[config.mk]
export PLATFORM = sky130hd
export DESIGN_NAME = pe_out_chan
export DESIGN_NICKNAME = d
export VERILOG_FILES = /design/src/rtl/pe_out_chan.sv
export SDC_FILE = /design/constraint.sdc
export NUM_CORES = 1
export LEC_CHECK = 0
export CELL_PAD_IN_SITES_DETAIL_PLACEMENT = 0
export CELL_PAD_IN_SITES_GLOBAL_PLACEMENT = 2
export CORE_MARGIN = 2
export CORE_UTILIZATION = 41
export CTS_CLUSTER_DIAMETER = 120
export DETAILED_ROUTE_END_ITERATION = 10
export GPL_TIMING_DRIVEN = 0
export PLACE_DENSITY = 0.86
export SETUP_SLACK_MARGIN = 0.02
export SLEW_MARGIN = 5
export SYNTH_ARGS = -nofsm -noshare
export SYNTH_HDL_FRONTEND = slang
export SYNTH_SLANG_ARGS = --single-unit
export TNS_END_PERCENT = 30
[constraint.sdc]
create_clock -name clk -period 2.5 [get_ports clk]
set_input_delay 0.375 -clock clk [delete_from_list [all_inputs] [get_ports clk]]
set_output_delay 0.375 -clock clk [all_outputs]
set_load 0.02 [all_outputs]
[src/rtl/pe_out_chan.sv]
`default_nettype none
// ============================================================================
// Module   : pe_out_chan
// Brief    : In-order output channel downstream of the PE functional unit.
//            The FU reserves a slot, fills reservations in order, and filled
//            slots drain to the NoC in allocation order over valid/ready.
// Revision : 1.0 - initial release
// ============================================================================
module pe_out_chan #(
  parameter int DATA_WIDTH = 32,
  parameter int DEPTH      = 4
) (
  input  logic                       clk,
  input  logic                       rst_n,
  input  logic                       clear,
  input  logic                       fu_alloc,
  input  logic                       fu_valid,
  input  logic [DATA_WIDTH-1:0]      fu_out,
  output logic                       out_ready,
  output logic                       noc_valid,
  output logic [DATA_WIDTH-1:0]      noc_data,
  input  logic                       noc_ready,
  output logic [$clog2(DEPTH+1)-1:0] occupancy,
  output logic                       err_fill
);

  localparam int PW = $clog2(DEPTH);
  localparam int OW = $clog2(DEPTH+1);

  logic [DATA_WIDTH-1:0] mem [DEPTH];
  logic [DEPTH-1:0]      filled;
  logic [PW-1:0]         rd_ptr;
  // Alloc and fill pointers carry an extra wrap bit so their difference
  // gives the reserved-but-unfilled count even when all slots are reserved.
  logic [PW:0]           alloc_ptr;
  logic [PW:0]           fill_ptr;
  logic [PW:0]           pending;
  logic                  alloc_fire;
  logic                  fill_fire;
  logic                  pop;

  // Handshake decodes; out_ready and noc_valid depend on registered state only.
  always_comb begin
    pending    = alloc_ptr - fill_ptr;
    out_ready  = (occupancy < OW'(DEPTH));
    noc_valid  = filled[rd_ptr];
    noc_data   = noc_valid ? mem[rd_ptr] : '0;
    alloc_fire = fu_alloc & out_ready;
    // With nothing pending, a same-cycle alloc provides the slot to fill;
    // it sits at fill_ptr because alloc_ptr == fill_ptr in that case.
    fill_fire  = fu_valid & ((pending != '0) | alloc_fire);
    pop        = noc_valid & noc_ready;
  end

  // Slot data storage; stale contents are masked by the filled flags.
  always_ff @(posedge clk) begin
    if (fill_fire) begin
      mem[fill_ptr[PW-1:0]] <= fu_out;
    end
  end

  // Pointers, filled flags, occupancy and sticky error; clear acts as reset.
  always_ff @(posedge clk) begin
    if (!rst_n || clear) begin
      rd_ptr    <= '0;
      alloc_ptr <= '0;
      fill_ptr  <= '0;
      filled    <= '0;
      occupancy <= '0;
      err_fill  <= 1'b0;
    end else begin
      if (alloc_fire) begin
        alloc_ptr <= alloc_ptr + 1'b1;
      end
      if (fill_fire) begin
        fill_ptr <= fill_ptr + 1'b1;
      end else if (fu_valid) begin
        err_fill <= 1'b1;
      end
      // Fill and pop never target the same slot: the fill slot is unfilled,
      // the pop slot is filled, so both updates can be applied together.
      for (int i = 0; i < DEPTH; i++) begin
        if (fill_fire && (PW'(i) == fill_ptr[PW-1:0])) begin
          filled[i] <= 1'b1;
        end else if (pop && (PW'(i) == rd_ptr)) begin
          filled[i] <= 1'b0;
        end
      end
      if (pop) begin
        rd_ptr <= rd_ptr + 1'b1;
      end
      case ({alloc_fire, pop})
        2'b10:   occupancy <= occupancy + OW'(1);
        2'b01:   occupancy <= occupancy - OW'(1);
        default: occupancy <= occupancy;
      endcase
    end
  end

endmodule
`default_nettype wire

======== After elaboration in Yosys (flattened, before gate mapping) ========
Memory sizes are Yosys's and may differ from the RTL's. A register that Yosys moved wholly into a read port is not among the register bits.
Index checks and enable logic that the tools add are counted.
storage, ports and cells
  register bits ........................... 16
  memory bits (writable) .................. 128
  input port bits ......................... 38
  output and inout bits ................... 38
  logic and storage cells ................. 66
  memories ................................ 1
memories
  memory  words  bits a word  read ports  clocked after memory_dff  write ports  RTL line  source
  mem     4      32           1           1                         1            30        logic [DATA_WIDTH-1:0] mem [DEPTH];
cells by class
  $add $sub $neg .......................... 6
  order comparisons ....................... 2
  equality and inequality tests ........... 8
  muxes and demuxes ....................... 16
  bitwise gates (word level) .............. 5
  reductions and logical operators ........ 19
operator list
  cell                 number
  $mux 32              1
  $mux 1               11
  $reduce_bool 2->1    5
  $add 3x1->3 const B  3
  $eq 2x2->1 const A   4
  $logic_and 1x1->1    8
  $pmux 3 s2           1
  $eq 1x2->1 const A   2
  $logic_not 2->1      2
  $mux 2               2
  $and 1x1->1          3
  $lt 2x3->1 const B   1
  $lt 3x3->1 const B   1
  $reduce_bool 3->1    1
  $sub 3x1->3 const B  1
  $sub 3x3->3          1
  $add 2x1->2 const B  1
  $bmux 1 s2           1
  $eq 2x1->1 const B   1
  $eq 2x2->1 const B   1
  $reduce_and 2->1     1
  $logic_not 1->1      1
  $logic_or 1x1->1     1
  $not 1->1            1
  $or 1x1->1           1

======== Longest topological paths before layout ========
  word-level depth ........................ 6
  gate-level depth with buffers ........... 9
  depth with buffers taken out ............ 9

======== Worst setup path after synthesis ========
No wires, ideal clock.
  kind .................................... reg-to-reg
  start ................................... reg alloc_ptr[0]
  end ..................................... mem mem[3][0] (enable)
  setup time .............................. 0.387 ns
  arrival time ............................ 1.750 ns
  data required time ...................... 2.113 ns
  slack ................................... 0.363 ns
  cell stages (with the launch flop) ...... 7
  path buffers ............................ 0
  period minus slack after synthesis ...... 2.137 ns
  cells stage by stage .................... dfxtp_1 > inv_1 > ha_1 > nor2b_1 > xnor2_2 > o211ai_2 > inv_1
between the ends
  longest elaborated chain between the ends .. 6
RTL lines
  item                          RTL line  source
  start, declared               35        logic [PW:0] alloc_ptr;
  start signal, assigned        73        alloc_ptr <= alloc_ptr + 1'b1;
  $sub 3x3->3                   44        pending = alloc_ptr - fill_ptr;
  $reduce_bool 3->1             51        fill_fire = fu_valid & ((pending != '0) | alloc_fire);
  $or 1x1->1                    51
  $and 1x1->1                   51
  $mux 1                        57        if (fill_fire) begin
  $mux 1 (implied by the code)  58        mem[fill_ptr[PW-1:0]] <= fu_out;
  end, declared                 30
No other way between the ends.

==> reports/summary.md <==
• run status: complete, no violations
• Die Outline Area: 0.0155 mm2
• number of nets still failing antenna checks after routing: 0
• parity-gate share of the synthesized area counting xor and xnor cells: 0.00987
• simple-gate share of the synthesized area: 0.0634
• count of vias placed by the detailed router: 3,023
• number of library cell types mapped by synthesis: 35
• Post-synth EDFFs: 128
• growth of design area from synthesis to finish: 27.9%
• async set-reset flop share out of synthesis: 0
• Power Density: 725 mW/mm2
• classification of the worst-slack hold path: input port to flop
• number of nets in the final layout: 469
• required time at the endpoint of the critical path: 2.12 ns
• fin. max-slew vios: 0
• clock sink total: 146
• fraction of layout cells with a size suffix above 1: 0.274
• Iter 0 DRT Violations: 175
• switching portion of total power: 0.195
• TritonCTS clock tree: built
• Core Region: 0.0144 mm2
• worst hold path startpoint: noc_ready
• longest individual stage delay on the worst path: 0.54 ns
• clock tree root driver cell: clkbuf_16
• hold endpoint: rd_ptr[0]
• wire length after detailed routing: 10,400 um
• WHS: 0.381 ns
• cells taking the most area after synthesis: edfxtp_1 65%, mux4_2 9.1%, dfxtp_1 6.1%, mux4_1 3.5%, and2_4 3.1%
• Worst-Skew Late Latency: 0.42 ns
• total nets after synthesis: 367
• sequential share of power: 0.494
• Clock Power Share: 0.450
• Synth top cells by count: 128 x edfxtp_1, 24 x mux4_2, 21 x and2_4, 18 x dfxtp_1, 16 x inv_1
• combined area of all synthesized cells: 0.00596 mm2
• Remaining DRCs: 0
• Synth Area in Adders: 0.0286
• kind of end point of the critical path: output port
• post-synthesis instance total: 316
• dominant combinational cell family by area after synthesis: multiplexers
• Max Freq: 416 MHz
• Clock Skew: 0.00696 ns
• maximum fanout along the worst path: 10
• pin count of the biggest net entering global routing: 33
• crit path max-delay cell type: mux4_1
• first-pass GRT wire length: 16,700 um
• Final period util: 0.963
• GRT Util Overall: 0.143
• Worst Setup Start Kind: flop
• fraction of the yosys area taken by sequential cells: 0.706
• fillers: 1,142
• unrepaired setup endpoints after global routing: yes
• actual transition at the worst max-transition pin: 0.847 ns
• I/O pin count: 76
• slew margin rel.: 0.434
• setup tns final: 0 ns
• total CTS buffers: 17
• Hold Buf Count CTS: 0
• synth warn: 0
• number of maximum-capacitance violations: 0
• largest area contributor in the netlist: edfxtp_1
• average instance area after synthesis: 18.8 um2
• number of buffers inserted by port buffering: 74
• worst path arrival time: 2.03 ns
• vias in the first global route: 3,233
• switching power summed over all nets: 1080 uW
• CP Class: flop to output port
• number of antenna violations at the first check in global routing: 1
• final weighted congestion in routability-driven placement: 0.748
• H-tree Lvls: 4
• count leader, synth: edfxtp_1
• P_int: 4440 uW
• Finish-stage setup viols: 0
• worst voltage drop across the vdd grid: 0.362 mV
• cell-by-cell listing of the critical path: buf_6 -> buf_12 -> mux4_1 -> and2_4 -> clkdlybuf4s15_1
• starting utilization of the core area: 0.414
• maximum root-to-sink buffer count: 2
• die span in x: 125 um
• origin of the critical flop-to-flop path: rd_ptr[0]
• DR WL/cell: 17.0 um
• reg-to-reg slack, setup: 0.20 ns
• number of antenna repair diodes: 0
• hpwl dp: 6370 um
• Most used DFF post-synth: edfxtp_1
• hold path cells: 3
• Period minus WS final: 2.41 ns
• die span in y: 125 um
• portion of netlist area occupied by mux cells: 0.137
• number of synthesized register bits: 146
• endpoint of the lowest-slack register-to-register path: occupancy[2]
• path depth of the worst reg2reg path: 10
• area share of the largest cell type after synthesis: 0.645
• final count of hold timing violations: 0
• standard-cell rows: 44
• overall overflow remaining after global route: 0
• DRT Pass-1 Iters: 4
• area fraction in compound gates after synthesis: 0.0275
• via-per-instance ratio: 4.92
• post-CTS clock slew at the launch and capture registers of the worst setup and hold paths: 0.05 ns
• reported leakage power: 0.00265 uW
• Comb pwr share: 0.056
==> routing by layer <==
| layer | wire, um | up-vias | GRT usage |
|---|---|---|---|
| li1 | - | 1430 | - |
| met1 | 4510 | 1508 | 0.172 |
| met3 | 492 | 14 | 0.0494 |
| met4 | 177 | 0 | 0.0555 |
| met5 | 0 | - | 0 |
| met2 | 5250 | 71 | 0.238 |
==> area by class of cell <==
class                   instances  area (um2)  area share
plain buffers                  12         128      0.0167
clock buffers                  26         573      0.0752
clock inverters                 6        36.3     0.00476
inverters                      17        66.3     0.00870
multi-input cells             141        1590       0.209
flip-flops and latches        146        4210       0.552
well taps                     184         230      0.0302
repair buffers                 83         787       0.103
==> worst max-delay path: cells and delay by family, from the launching register on <==
family | cells | cell delay (ns)
DFF | 1 | 0.32
muxes | 1 | 0.54
buffers and inverters | 3 | 0.59
and+or+nand+nor | 1 | 0.17
==> placed cells by master, fill, tap and decap left out, types with 2 or more instances in the layout <==
cell	count
buf_6	4
buf_12	3
ha_1	11
clkdlybuf4s15_1	23
xor2_1	3
dfxtp_1	17
nor2b_1	3
and2_1	11
clkbuf_2	7
edfxtp_1	128
inv_2	5
nand2_1	12
inv_1	11
xnor2_2	2
and2_4	21
inv_4	2
mux4_1	8
o211ai_1	3
mux2_2	2
buf_2	3
clkbuf_1	2
clkbuf_8	5
nor2_1	5
clkbuf_16	21
buf_4	8
clkinv_2	3
o21ai_0	6
mux2i_1	2
a21oi_1	12
o21a_1	2
clkdlybuf4s50_1	41
clkinvlp_4	2
dlygate4sd2_1	3
nand2b_1	2
mux4_2	24
==> registers in the layout (all words and copies together), names as in the netlist, named ones only <==
| register | flops |
|---|---|
| occupancy | 3 |
| alloc_ptr | 3 |
| mem | 128 |
| err_fill | 1 |
| rd_ptr | 2 |
| fill_ptr | 3 |
| filled | 4 |
==> through the flow <==
stage	worst slack [ns]	instances	power [uW]	area [um2]	util
2_1_floorplan	0.363	316	2940	5960	-
3_3_place_gp	-0.638	574	3090	6930	0.482
3_5_place_dp	-0.137	574	3100	6930	0.482
4_1_cts	-0.0104	607	5560	7520	0.523
5_1_grt	0.0153	615	5700	7620	0.530
6_report	0.0935	615	5520	7620	0.530
==> worst max path at each step <==
stage                         to  cells after the start
CTS                  noc_data[7]                      5
detailed placement    mem[3][12]                      6
floorplan              mem[3][0]                      6
global placement      mem[3][12]                      6
global route          mem[3][31]                      6
finish              noc_data[16]                      5
==> power by group through the flow <==
stage | Sequential, uW | Combinational, uW | Clock, uW
6_report | 2730 | 308 | 2490
5_1_grt | 2730 | 336 | 2630
4_1_cts | 2730 | 307 | 2520
3_5_place_dp | 2780 | 317 | 0
3_3_place_gp | 2780 | 310 | 0
2_1_floorplan | 2780 | 162 | 0
==> logic make-up after synthesis <==
| kind of cell | Yosys count |
|---|---|
| adders and majority gates | 13 |
| muxes | 37 |
| DFF | 146 |
| AOI/OAI and AO/OA | 27 |
| xor gates and xnor gates | 5 |
| buffers and inverters | 29 |
| and+or+nand+nor | 59 |
==> what timing repair did <==
action | in CTS | in global routing
buffers inserted | 1 | 7
pin swaps | 0 | 0
gates resized for setup | 39 | 44
endpoints found under the setup margin | 33 | 43
gates cloned | 0 | 1
(Power assumes the default switching activity.)
